--- src/rtl/mm_stream_pkg.sv ---
// mm_stream_pkg: shared word count, select width and streamer state type for the matmul input path.
package mm_stream_pkg;
   localparam int NUM_WORDS = 4;
   localparam int SEL_W = 2;
   typedef enum logic [0:0] {IDLE, STREAM} stream_state_t;
endpackage

--- src/rtl/stream_mux4_1_if.sv ---
// stream_mux4_1_if: block-in / word-out handshake bundle; out_last exists only with STREAM_MUX_LAST_EN.
interface stream_mux4_1_if #(parameter int WIDTH = 16);
   import mm_stream_pkg::*;
   logic                       in_valid;
   logic                       in_ready;
   logic [NUM_WORDS*WIDTH-1:0] in_data;
   logic                       out_valid;
   logic                       out_ready;
   logic [WIDTH-1:0]           out_data;
   logic                       busy;
`ifdef STREAM_MUX_LAST_EN
   logic                       out_last;
   modport slave (input in_valid, in_data, out_ready, output in_ready, out_valid, out_data, busy, out_last);
   modport master (output in_valid, in_data, out_ready, input in_ready, out_valid, out_data, busy, out_last);
`else
   modport slave (input in_valid, in_data, out_ready, output in_ready, out_valid, out_data, busy);
   modport master (output in_valid, in_data, out_ready, input in_ready, out_valid, out_data, busy);
`endif
endinterface

--- src/rtl/stream_mux4_1.sv ---
// stream_mux4_1: captures a 4-word block and streams it word 0 first; optional out_last via STREAM_MUX_LAST_EN.
module stream_mux4_1 import mm_stream_pkg::*; #(
   parameter int WIDTH = 16
) (
   input  logic clk,
   input  logic rst_n,
   input  logic mux_en,
   stream_mux4_1_if.slave s
);
   logic [NUM_WORDS-1:0][WIDTH-1:0] words_q, words_d;
   logic [SEL_W-1:0]                sel_q, sel_d;
   stream_state_t                   state_q, state_d;
   logic                            last, acc, rdy, cap;
   // rdy excludes rst_n so the reset net only gates the port, never a flop input
   always_comb begin
      last    = sel_q == SEL_W'(NUM_WORDS - 1);
      acc     = mux_en && state_q == STREAM && s.out_ready;
      rdy     = mux_en && (state_q == IDLE || (last && s.out_ready));
      cap     = s.in_valid && rdy;
      state_d = !mux_en ? IDLE : cap ? STREAM : (acc && last) ? IDLE : state_q;
      sel_d   = (!mux_en || cap) ? '0 : acc ? sel_q + 1'b1 : sel_q;
      words_d = !mux_en ? '0 : cap ? s.in_data : words_q;
   end
   always_ff @(posedge clk or negedge rst_n) begin
      if (!rst_n) begin
         state_q <= IDLE;
         sel_q   <= '0;
         words_q <= '0;
      end else begin
         state_q <= state_d;
         sel_q   <= sel_d;
         words_q <= words_d;
      end
   end
   assign s.in_ready  = rst_n && rdy;
   assign s.out_valid = state_q == STREAM;
   assign s.busy      = state_q == STREAM;
   assign s.out_data  = words_q[sel_q];
`ifdef STREAM_MUX_LAST_EN
   assign s.out_last  = state_q == STREAM && last;
`endif
endmodule

--- src/flat_wrapper.sv ---
// flat-port wrapper written by rule: the top's interface ports become plain ports
module stream_mux4_1_flat import mm_stream_pkg::*;
#(
   parameter int WIDTH = 16
)
  (clk, rst_n, mux_en, s_in_valid, s_in_data, s_out_ready, s_in_ready, s_out_valid, s_out_data, s_busy);
  stream_mux4_1_if #(.WIDTH(WIDTH)) s_i ();
  input  logic clk;
  input  logic rst_n;
  input  logic mux_en;
  input wire logic [$bits(s_i.in_valid)-1:0] s_in_valid;
  input wire logic [$bits(s_i.in_data)-1:0] s_in_data;
  input wire logic [$bits(s_i.out_ready)-1:0] s_out_ready;
  output wire logic [$bits(s_i.in_ready)-1:0] s_in_ready;
  output wire logic [$bits(s_i.out_valid)-1:0] s_out_valid;
  output wire logic [$bits(s_i.out_data)-1:0] s_out_data;
  output wire logic [$bits(s_i.busy)-1:0] s_busy;
  assign s_i.in_valid = s_in_valid;
  assign s_i.in_data = s_in_data;
  assign s_i.out_ready = s_out_ready;
  assign s_in_ready = s_i.in_ready;
  assign s_out_valid = s_i.out_valid;
  assign s_out_data = s_i.out_data;
  assign s_busy = s_i.busy;
  stream_mux4_1 #(.WIDTH(WIDTH)) u_core (.clk(clk), .rst_n(rst_n), .mux_en(mux_en), .s(s_i));
endmodule
--- config.mk ---
export PLATFORM = sky130hd
export DESIGN_NAME = stream_mux4_1_flat
export DESIGN_NICKNAME = d
export VERILOG_FILES = /design/src/rtl/mm_stream_pkg.sv /design/src/rtl/stream_mux4_1_if.sv /design/src/rtl/stream_mux4_1.sv /design/src/flat_wrapper.sv
export SDC_FILE = /design/constraint.sdc
export NUM_CORES = 1
export LEC_CHECK = 0
export CORE_MARGIN = 4
export CORE_UTILIZATION = 35
export CTS_CLUSTER_DIAMETER = 60
export CTS_CLUSTER_SIZE = 28
export DETAILED_ROUTE_END_ITERATION = 7
export SYNTH_ARGS = -nofsm -noshare
export SYNTH_HDL_FRONTEND = slang
export SYNTH_SLANG_ARGS = --single-unit
--- constraint.sdc ---
create_clock -name clk -period 4.1 [get_ports clk]
set_input_delay 0.82 -clock clk [delete_from_list [all_inputs] [get_ports clk]]
set_output_delay 0.82 -clock clk [all_outputs]
set_load 0.03 [all_outputs]
==> results.sh <==
export IMPL_finalHoldViolCount=0
export IMPL_drt_vias_per_instance=4.45
export IMPL_ys_ff_latch=67
export IMPL_syn_inst=307
export IMPL_ys_flop_type="dfrtp_1"
export IMPL_nets=460
export IMPL_slew_violations=0
export IMPL_dpl_hpwl_um=4970
export IMPL_rsz0062_at_grt="false"
export IMPL_cts_buffer_depth=2
export IMPL_wl_per_cell_um=13.8
export IMPL_synthesis_nets=377
export IMPL_cp_data_required_time_ns=3.28
export IMPL_synth_top_cell_by_area="dfrtp_1"
export IMPL_crit_path_cell_trace="buf_4 > mux4_2 > clkdlybuf4s50_1"
export IMPL_worstRegToRegCells=6
export IMPL_path_clk_slew_ns=0.07
export IMPL_critPathKind="reg2out"
export IMPL_placed_cell_area_sq_mm=0.00434
export IMPL_synth_edf_count=0
export IMPL_clock_latency_ns=0.34
export IMPL_drt_iter0_drc=65
export IMPL_intPower_mw=1.23
export IMPL_worst_hold_path_endpoint="u_core.words_q[41]$_DFFE_PN0P_"
export IMPL_antenna_found_initial=0
export IMPL_synth_top_area_frac=0.496
export IMPL_placementRows=35
export IMPL_gr_usage_all_layers=0.135
export IMPL_portBuffers=87
export IMPL_hp_class="reg2reg"
export IMPL_timing_rr_end="u_core.words_q[34]$_DFFE_PN0P_"
export IMPL_antenna_cells=0
export IMPL_cts_sinks=67
export IMPL_postSynth_asyncResetShare=1.00
export IMPL_power_density_mw_per_mm2=357
export IMPL_cts_buffers=9
export IMPL_switchingPower_uw=400
export IMPL_mappedNetlistArea_sq_mm=0.00338
export IMPL_comb_power_share=0.167
export IMPL_r2r_slack_ns=1.57
export IMPL_die_x_um=106
export IMPL_ys_seq_area_frac=0.496
export IMPL_synth_area_leaders="dfrtp_1 (50%), mux2i_1 (19%), mux4_2 (11%)"
export IMPL_end_kind="primary output"
export IMPL_die_h_um=106
export IMPL_skew_ns=0.00938
export IMPL_clock_power_share=0.384
export IMPL_area_growth_synth_to_final_pct=35.0
export IMPL_routabilityCongestion=0.745
export IMPL_setup_viol=0
export IMPL_min_period_over_period=0.802
export IMPL_swShare=0.246
export IMPL_critical_path_top_delay_family="buffers and inverters"
export IMPL_max_slew_worst_pin_slew_ns=0.851
export IMPL_slowest_stage="clkdlybuf4s50_1"
export IMPL_power_total_mw=1.63
export IMPL_yosysUniqueCellTypes=15
export IMPL_critPathBufInv=2
export IMPL_drt_pre_antenna_iters=4
export IMPL_root_buffer="clkbuf_8"
export IMPL_drive_above_1_share=0.106
export IMPL_hold_buffers=0
export IMPL_yosysWarningCount=0
export IMPL_cts_tree="built"
export IMPL_fin_area_sq_mm=0.00456
export IMPL_dieArea_sq_mm=0.0113
export IMPL_whs_path_depth=2
export IMPL_grt_pass1_vias=2470
export IMPL_grt_remaining_overflow=0
export IMPL_htree_levels=3
export IMPL_ir_drop_uv=203
export IMPL_post_cts_buffers=0
export IMPL_r2r_start="u_core.sel_q[0]$_DFFE_PN0P_"
export IMPL_path_depth=3
export IMPL_finalSetupTns_ns=0
export IMPL_io_pins=88
export IMPL_power_leakage_nw=2.14
export IMPL_min_delay_start="u_core.words_q[41]$_DFFE_PN0P_"
export IMPL_grt_pass1_wl_um=11900
export IMPL_wirelength_um=7230
export IMPL_status="complete, no violations"
export IMPL_fmax_ghz=0.304
export IMPL_maxCapViolCount=0
export IMPL_drc=0
export IMPL_synth_commonest_cells="dfrtp_1 (67), inv_1 (65), mux2i_1 (65), nand2_1 (65), mux4_2 (16)"
export IMPL_cpPeakStageDelay_ns=0.61
export IMPL_yosys_cell_count_top_type="dfrtp_1"
export IMPL_grt_max_degree=68
export IMPL_postSynthAreaPerCell_sq_um=11.0
export IMPL_period_needed_ns=3.29
export IMPL_arrival_ns=2.47
export IMPL_cp_start_kind="flop"
export IMPL_antenna_left=0
export IMPL_core_area_sq_mm=0.00933
export IMPL_vias=2330
export IMPL_pwr_share_seq=0.449
export IMPL_cp_max_fo=12
export IMPL_cts_resized=0
export IMPL_slew_headroom=0.432
export IMPL_initial_core_util=0.363
worst max-delay path by stage:
stage                                startpoint              to
CTS                 u_core.sel_q[0]$_DFFE_PN0P_  s_out_data[11]
detailed placement                  s_out_ready      s_in_ready
finish              u_core.sel_q[0]$_DFFE_PN0P_  s_out_data[11]
global route        u_core.sel_q[0]$_DFFE_PN0P_      s_in_ready
global placement                    s_out_ready      s_in_ready
floorplan                                mux_en      s_in_ready
placed cells by master (no fill, tap or decap):
cell type	instances
clkbuf_1	1
nand2_1	65
buf_12	1
clkdlybuf4s50_1	85
buf_4	5
clkinvlp_4	1
xor2_1	1
mux4_2	16
inv_1	65
buf_2	2
ha_1	1
and3_4	1
a21bo_1	1
mux2i_1	65
and3_1	1
clkbuf_8	11
nor3b_2	2
dfrtp_1	67
clkinv_2	1
a21boi_0	1
bufinv_16	2
worst min-delay path: cells and delay by family, from the launching register on:
family | cells | cell delay, ns
DFF | 1 | 0.38
muxes | 1 | 0.05
and+or+nand+nor | 1 | 0.06
layer usage:
layer / track usage / share of wire
met2: 0.210 / 0.47
met4: 0.0481 / 0.013
met5: 0 / 0
met1: 0.174 / 0.46
met3: 0.0461 / 0.058
cell type report:
class,instances,area (sq um)
fillers,908,4760
inverters,65,244
clock buffers,12,155
multi-input cells,154,1340
flip-flops and latches,67,1680
clock inverters,4,72.6
repair buffers,93,918
well taps,129,161
cells by family after synthesis:
| logic type | Yosys count | share of synthesized area |
|---|---|---|
| muxes | 81 | 0.299 |
| buffers and inverters | 86 | 0.111 |
| and+or+nand+nor | 69 | 0.0832 |
| DFF | 67 | 0.496 |
| xor gates and xnor gates | 1 | 0.00259 |
| AOI/OAI and AO/OA | 2 | 0.00518 |
| adders and majority gates | 1 | 0.00370 |
state kept, by name, summed over array words and instances, names as in the netlist:
register,cells
u_core.words_q,64
u_core.sel_q,2
u_core.s.busy,1
power groups by stage:
stage	logic [mW]	registers, mW	clock network (mW)
after floorplan	0.154	0.734	0
after global placement	0.276	0.742	0
after detailed placement	0.278	0.743	0
after CTS	0.280	0.730	0.650
after global routing	0.297	0.735	0.674
final	0.273	0.730	0.625
through the flow:
stage	setup slack (ns)	std cells	hold slack [ns]	util
global route	0.615	524	0.555	0.489
floorplan	1.79	307	0.504	-
detailed placement	0.999	508	0.522	0.465
CTS	0.742	524	0.535	0.489
global placement	1.03	508	0.517	0.465
finish	0.812	524	0.532	0.489
Note: power is estimated with default switching activity, not from simulation.
